### src/rtl/seg7_display_ctrl_if.sv
// Bus between the status datapath and the 7-segment display driver.
// The master loads values and drives the blink mask; the slave reports busy/done and drives the pins.
interface seg7_display_ctrl_if #(
  parameter int unsigned NUM_DIGITS = 8
);
  logic                      load;
  logic [4*NUM_DIGITS-1:0]   data;
  logic                      dec_mode;
  logic                      blank_lz;
  logic [NUM_DIGITS-1:0]     blink_mask;
  logic                      busy;
  logic                      done;
  logic [7*NUM_DIGITS-1:0]   oSEG;

  modport master (
    output load, data, dec_mode, blank_lz, blink_mask,
    input  busy, done, oSEG
  );

  modport slave (
    input  load, data, dec_mode, blank_lz, blink_mask,
    output busy, done, oSEG
  );
endinterface

### src/rtl/seg7_display_ctrl.sv
// Registered driver for NUM_DIGITS active-low 7-segment digits: hex or decimal (shift-add-3 BCD)
// display with load-and-hold, leading-zero blanking and per-digit blinking.
module seg7_display_ctrl #(
  parameter int unsigned NUM_DIGITS = 8,
  parameter int unsigned BIN_W      = 26,
  parameter int unsigned BLINK_DIV  = 25_000_000
) (
  input  logic               Clk,
  input  logic               Reset,
  seg7_display_ctrl_if.slave bus
);

  localparam int unsigned DW     = 4 * NUM_DIGITS;
  localparam int unsigned SW     = 7 * NUM_DIGITS;
  localparam int unsigned CntW   = $clog2(BIN_W + 1);
  localparam int unsigned BlinkW = $clog2(BLINK_DIV);

  function automatic longint unsigned pow10(input int unsigned n);
    longint unsigned p = 1;
    for (int unsigned i = 0; i < n; i++) p = p * 10;
    return p;
  endfunction

  if (NUM_DIGITS < 1 || NUM_DIGITS > 8) begin : g_bad_digits
    $error("seg7_display_ctrl: NUM_DIGITS must be 1..8");
  end
  if (BLINK_DIV < 2) begin : g_bad_blink
    $error("seg7_display_ctrl: BLINK_DIV must be >= 2");
  end
  if (BIN_W < 1 || BIN_W > 32 || ((64'd1 << BIN_W) - 64'd1) >= pow10(NUM_DIGITS)) begin : g_bad_binw
    $error("seg7_display_ctrl: 2^BIN_W-1 must fit in NUM_DIGITS decimal digits");
  end

  function automatic logic [6:0] glyph(input logic [3:0] v);
    logic [6:0] g;
    case (v)
      4'h0: g = 7'h40;
      4'h1: g = 7'h79;
      4'h2: g = 7'h24;
      4'h3: g = 7'h30;
      4'h4: g = 7'h19;
      4'h5: g = 7'h12;
      4'h6: g = 7'h02;
      4'h7: g = 7'h78;
      4'h8: g = 7'h00;
      4'h9: g = 7'h10;
      4'hA: g = 7'h08;
      4'hB: g = 7'h03;
      4'hC: g = 7'h46;
      4'hD: g = 7'h21;
      4'hE: g = 7'h06;
      4'hF: g = 7'h0E;
      default: g = 7'h7F;
    endcase
    return g;
  endfunction

  typedef enum logic {StIdle, StConv} state_e;

  state_e            state_q;
  logic [BIN_W-1:0]  shift_q;
  logic [DW-1:0]     bcd_q;
  logic [DW-1:0]     bcd_d;
  logic [CntW-1:0]   cnt_q;
  logic [DW-1:0]     digit_q;
  logic              lz_q;
  logic              lz_pend_q;
  logic              valid_q;
  logic              busy_q;
  logic              done_q;
  logic [BlinkW-1:0] blink_cnt_q;
  logic              phase_q;
  logic [SW-1:0]     seg_q;
  logic [SW-1:0]     seg_d;

  // One double-dabble step: add 3 to nibbles >= 5, then shift in the next binary MSB.
  always_comb begin
    logic [DW-1:0] bcd_adj;
    bcd_adj = bcd_q;
    for (int k = 0; k < NUM_DIGITS; k++) begin
      if (bcd_q[4*k +: 4] >= 4'd5) bcd_adj[4*k +: 4] = bcd_q[4*k +: 4] + 4'd3;
    end
    bcd_d = {bcd_adj[DW-2:0], shift_q[BIN_W-1]};
  end

  always_ff @(posedge Clk or posedge Reset) begin
    if (Reset) begin
      state_q   <= StIdle;
      shift_q   <= '0;
      bcd_q     <= '0;
      cnt_q     <= '0;
      digit_q   <= '0;
      lz_q      <= 1'b0;
      lz_pend_q <= 1'b0;
      valid_q   <= 1'b0;
      busy_q    <= 1'b0;
      done_q    <= 1'b0;
    end else begin
      done_q <= 1'b0;
      unique case (state_q)
        StIdle: begin
          if (bus.load) begin
            if (bus.dec_mode) begin
              shift_q   <= bus.data[BIN_W-1:0];
              bcd_q     <= '0;
              cnt_q     <= '0;
              lz_pend_q <= bus.blank_lz;
              busy_q    <= 1'b1;
              state_q   <= StConv;
            end else begin
              digit_q <= bus.data;
              lz_q    <= bus.blank_lz;
              valid_q <= 1'b1;
              done_q  <= 1'b1;
            end
          end
        end
        StConv: begin
          bcd_q   <= bcd_d;
          shift_q <= shift_q << 1;
          // The last shift and the commit happen on the same edge.
          if (cnt_q == CntW'(BIN_W - 1)) begin
            digit_q <= bcd_d;
            lz_q    <= lz_pend_q;
            valid_q <= 1'b1;
            done_q  <= 1'b1;
            busy_q  <= 1'b0;
            state_q <= StIdle;
          end else begin
            cnt_q <= cnt_q + CntW'(1);
          end
        end
        default: state_q <= StIdle;
      endcase
    end
  end

  always_ff @(posedge Clk or posedge Reset) begin
    if (Reset) begin
      blink_cnt_q <= '0;
      phase_q     <= 1'b0;
    end else if (blink_cnt_q == BlinkW'(BLINK_DIV - 1)) begin
      blink_cnt_q <= '0;
      phase_q     <= ~phase_q;
    end else begin
      blink_cnt_q <= blink_cnt_q + BlinkW'(1);
    end
  end

  // Walk from the top digit down; a digit is a leading zero until a nonzero digit has been seen.
  always_comb begin
    logic       seen;
    logic [3:0] nib;
    logic       hide;
    seg_d = '1;
    seen  = 1'b0;
    nib   = 4'd0;
    hide  = 1'b1;
    for (int k = NUM_DIGITS - 1; k >= 0; k--) begin
      nib  = digit_q[4*k +: 4];
      seen = seen | (nib != 4'd0);
      hide = !valid_q || (lz_q && !seen && k != 0) || (phase_q && bus.blink_mask[k]);
      seg_d[7*k +: 7] = hide ? 7'h7F : glyph(nib);
    end
  end

  always_ff @(posedge Clk or posedge Reset) begin
    if (Reset) seg_q <= '1;
    else       seg_q <= seg_d;
  end

  assign bus.oSEG = seg_q;
  assign bus.busy = busy_q;
  assign bus.done = done_q;

endmodule

### src/flat_wrapper.sv
// flat-port wrapper written by rule: the top's interface ports become plain ports
module seg7_display_ctrl_flat 
#(
  parameter int unsigned NUM_DIGITS = 8,
  parameter int unsigned BIN_W      = 26,
  parameter int unsigned BLINK_DIV  = 25_000_000
)
  (Clk, Reset, bus_load, bus_data, bus_dec_mode, bus_blank_lz, bus_blink_mask, bus_busy, bus_done, bus_oSEG);
  seg7_display_ctrl_if #(.NUM_DIGITS(NUM_DIGITS)) bus_i ();
  input  logic Clk;
  input  logic Reset;
  input wire logic [$bits(bus_i.load)-1:0] bus_load;
  input wire logic [$bits(bus_i.data)-1:0] bus_data;
  input wire logic [$bits(bus_i.dec_mode)-1:0] bus_dec_mode;
  input wire logic [$bits(bus_i.blank_lz)-1:0] bus_blank_lz;
  input wire logic [$bits(bus_i.blink_mask)-1:0] bus_blink_mask;
  output wire logic [$bits(bus_i.busy)-1:0] bus_busy;
  output wire logic [$bits(bus_i.done)-1:0] bus_done;
  output wire logic [$bits(bus_i.oSEG)-1:0] bus_oSEG;
  assign bus_i.load = bus_load;
  assign bus_i.data = bus_data;
  assign bus_i.dec_mode = bus_dec_mode;
  assign bus_i.blank_lz = bus_blank_lz;
  assign bus_i.blink_mask = bus_blink_mask;
  assign bus_busy = bus_i.busy;
  assign bus_done = bus_i.done;
  assign bus_oSEG = bus_i.oSEG;
  seg7_display_ctrl #(.NUM_DIGITS(NUM_DIGITS), .BIN_W(BIN_W), .BLINK_DIV(BLINK_DIV)) u_core (.Clk(Clk), .Reset(Reset), .bus(bus_i));
endmodule
### config.mk
export PLATFORM = sky130hd
export DESIGN_NAME = seg7_display_ctrl_flat
export DESIGN_NICKNAME = d
export VERILOG_FILES = /design/src/rtl/seg7_display_ctrl_if.sv /design/src/rtl/seg7_display_ctrl.sv /design/src/flat_wrapper.sv
export SDC_FILE = /design/constraint.sdc
export NUM_CORES = 1
export LEC_CHECK = 0
export ABC_AREA = 1
export BUFFER_PORTS_ARGS = -buffer_cell sky130_fd_sc_hd__buf_4
export CAP_MARGIN = 20
export CELL_PAD_IN_SITES_DETAIL_PLACEMENT = 1
export CELL_PAD_IN_SITES_GLOBAL_PLACEMENT = 2
export CORE_MARGIN = 4
export CORE_UTILIZATION = 38
export DETAILED_ROUTE_END_ITERATION = 10
export PLACE_DENSITY_LB_ADDON = 0.15
export SYNTH_ARGS = -nofsm -noshare
export SYNTH_HDL_FRONTEND = slang
export SYNTH_SLANG_ARGS = --single-unit
### constraint.sdc
create_clock -name Clk -period 13 [get_ports Clk]
set_clock_uncertainty 0.15 [all_clocks]
set_input_delay 3.25 -clock Clk [delete_from_list [all_inputs] [get_ports Clk]]
set_output_delay 3.25 -clock Clk [all_outputs]
set_load 0.05 [all_outputs]
==> flow_summary.ini <==
[grt]
grt_pass1_wl_um = 46800
grt_pass1_vias = 8921
grt_max_degree = 90
grt-ovfl-total = 0
grt_use_total = 0.198
antenna_found_initial = 1

[route]
drcViolationCount = 0
wl_per_cell_um = 16.7
routed.top_layer = met4
wl_met2_um = 13400
dr.pass1.iters = 4
ant_nets = 0
wl_met1_um = 13900
vias_per_cell = 5.09
vias = 8577
wl_um = 28100
wl_met3_um = 623
initialDrtViolationCount = 475

[timing]
finalHoldViolations = 0
rsz0062_at_grt = false
maxSlewHeadroom = 0.345
tns_ns = 0
setup_viol = 0
max_freq_mhz = 218
worst_pin_slew_ns = 0.978
slew_viol_final = 0
min_period_ns = 4.60
setup_ws_ns = 8.40
finalCritPeriodShare = 0.354

[placed_design]
placed_cells = 1653
port_buffers = 102
dpl_worst_slack_ns = 8.03
detailed_place_hpwl_um = 20700
place_congestion = 0.806

[worst_setup_path]
required_ns = 9.60
crit_cells = 1
arrival_ns = 1.20
crit_slowest_cell = dfstp_2
path_cells = buf_4
crit_type = register to primary output
startpoint_type = register
crit_family = flip-flops
crit_path_end_kind = primary output
r2r_cells = 6
max_stage_delay_ns = 0.56
crit_path_max_fanout = 1
worst-path-buf-inv = 1

[power_and_ir_drop]
switchingPower_mw = 1.37
power.leakage_nw = 5.79
power_density_mw_per_mm2 = 252
intPower_mw = 1.60
ir_drop_v = 0.000116
combPwrFrac = 0.477
clkPwrFrac = 0.179
switching_share = 0.461
pwr-share-seq = 0.345

[floorplan]
ios = 103
initial_core_util = 0.388
core_area_mm2 = 0.0262
die_x_um = 172
die_y_um = 172
rows = 59
dieArea_mm2 = 0.0295

[clock_tree]
cts_tree = done
numCtsBuffers = 17
htree_levels = 4
cts.sinks = 183
cts_setup_buffers = 0
clock_latency_ns = 0.43
cts_hold_buffers = 0
clkSlewWorstSetupHoldPaths_ns = 0.08
root_buffer = clkbuf_16
cts_resized = 0
clock_path_buffers = 2

[synth]
syn-num-nets = 1357
async_reset_ff_frac = 1.00
ys_seq_elements = 183
syn_area_mm2 = 0.0102
ys_dominant_reg_cell = dfrtp_1
yosys_warnings = 0
ys_types = 45
syn_area_per_cell_um2 = 8.14
syn_inst = 1251
yosysSeqAreaShare = 0.457
synth_edf_count = 0

[min_path]
whs_path_depth = 1
hold_class = register to register

[final_layout]
final_nets = 1443
post-route-util = 0.450
layoutNonFillerInstCount = 1686
layout_commonest_cell = nand2_1
drive_above_1_share = 0.165
layout_common_cells = nand2_1 (253), inv_1 (185), nor2_1 (138)
syn_to_final_growth_pct = 15.7

[flow_run]
drv_cap = 0

[status]
status = complete, no violations
## path summary, 6_finish.rpt
| kind | from | endpoint | slack [ns] |
|---|---|---|---|
| worst min register to register | u_core.blink_cnt_q[0] | u_core.blink_cnt_q[0] | 0.32 |
| worst min-delay path | u_core.blink_cnt_q[0] | u_core.blink_cnt_q[0] | 0.32 |
| worst max-delay path | u_core.bus.oSEG[22] | bus_oSEG[22] | 8.40 |
| max in group asynchronous | Reset | u_core.digit_q[11] | 8.63 |
| min in group asynchronous | Reset | u_core.digit_q[19] | 2.86 |
| worst max register to register | u_core.state_q | u_core.cnt_q[2] | 10.64 |
## per-stage QoR
stage	hold slack [ns]	total power [mW]	cell area, µm²
after detailed placement	0.311	2.46	11200
final	0.319	2.97	11800
after global placement	0.300	2.42	11200
after CTS	0.319	3.00	11800
after floorplan	0.283	2.06	10200
after global routing	0.354	3.22	11800
## power by group through the flow
stage               Sequential [mW]  Combinational (mW)  Clock, mW
global placement               1.03                1.39          0
detailed placement             1.03                1.43          0
floorplan                      1.21               0.846          0
finish                         1.02                1.41      0.529
CTS                            1.02                1.43      0.543
global route                   1.06                1.60      0.571
## sequential cells by signal, indices dropped and copies added (netlist names)
name / flops
u_core.blink_cnt_q: 25
u_core.bus.busy: 1
u_core.bcd_q: 32
u_core.state_q: 1
u_core.lz_pend_q: 1
u_core.phase_q: 1
u_core.bus.oSEG: 56
u_core.digit_q: 32
u_core.lz_q: 1
u_core.valid_q: 1
u_core.bus.done: 1
u_core.shift_q: 26
u_core.cnt_q: 5
## cells in the mapped netlist (10+ instances only)
master	instances	area, µm²
nand2_1	254	953
inv_1	186	698
nor2_1	138	518
dfrtp_1	127	3180
nand3_1	88	440
o21ai_0	88	440
ha_1	61	763
dfstp_2	56	1470
a21oi_1	43	215
o221ai_1	25	219
buf_2	18	90.1
o22ai_1	18	113
a31oi_1	14	87.6
clkbuf_1	14	52.6
xor2_1	14	123
a22oi_1	11	82.6
nor3_1	11	55.1
o211ai_1	11	82.6
nand4_1	10	62.6
## worst reg2reg max path, cell delays in order, from the launching register on
cell and delay [ns]:
dfrtp_1 0.38, inv_2 0.06, buf_4 0.32, nand2_2 0.14
buf_4 0.58, nand2_1 0.36, o31ai_1 0.27
## layout make-up
type | instances | area (µm²)
Tap cell | 335 | 419
Fill cell | 3184 | 14400
Sequential cell | 183 | 4650
Inverter | 193 | 733
Antenna cell | 1 | 2.50
Clock buffer | 20 | 447
Clock inverter | 12 | 141
Timing Repair Buffer | 107 | 803
Multi-Input combinational cell | 835 | 4590
## layer usage
metal	vias to the layer above	global-route usage
met3	10	0.0253
met1	4229	0.280
met2	93	0.328
li1	4245	-
met5	-	0
met4	0	0.0379
## cell families (layout without fill, tap and decap cells)
family / count (synthesis) / in the layout / synth area share
flops: 183 / 183 / 0.457
buf+inv: 233 / 332 / 0.0929
mux: 1 / 1 / 0.000983
fa+ha+maj: 61 / 61 / 0.0750
other cells: 0 / 1 / 0
compound gates: 228 / 228 / 0.136
xor+xnor: 15 / 15 / 0.0129
simple gates: 530 / 530 / 0.225
No activity file was read; power rests on OpenSTA's default activity.
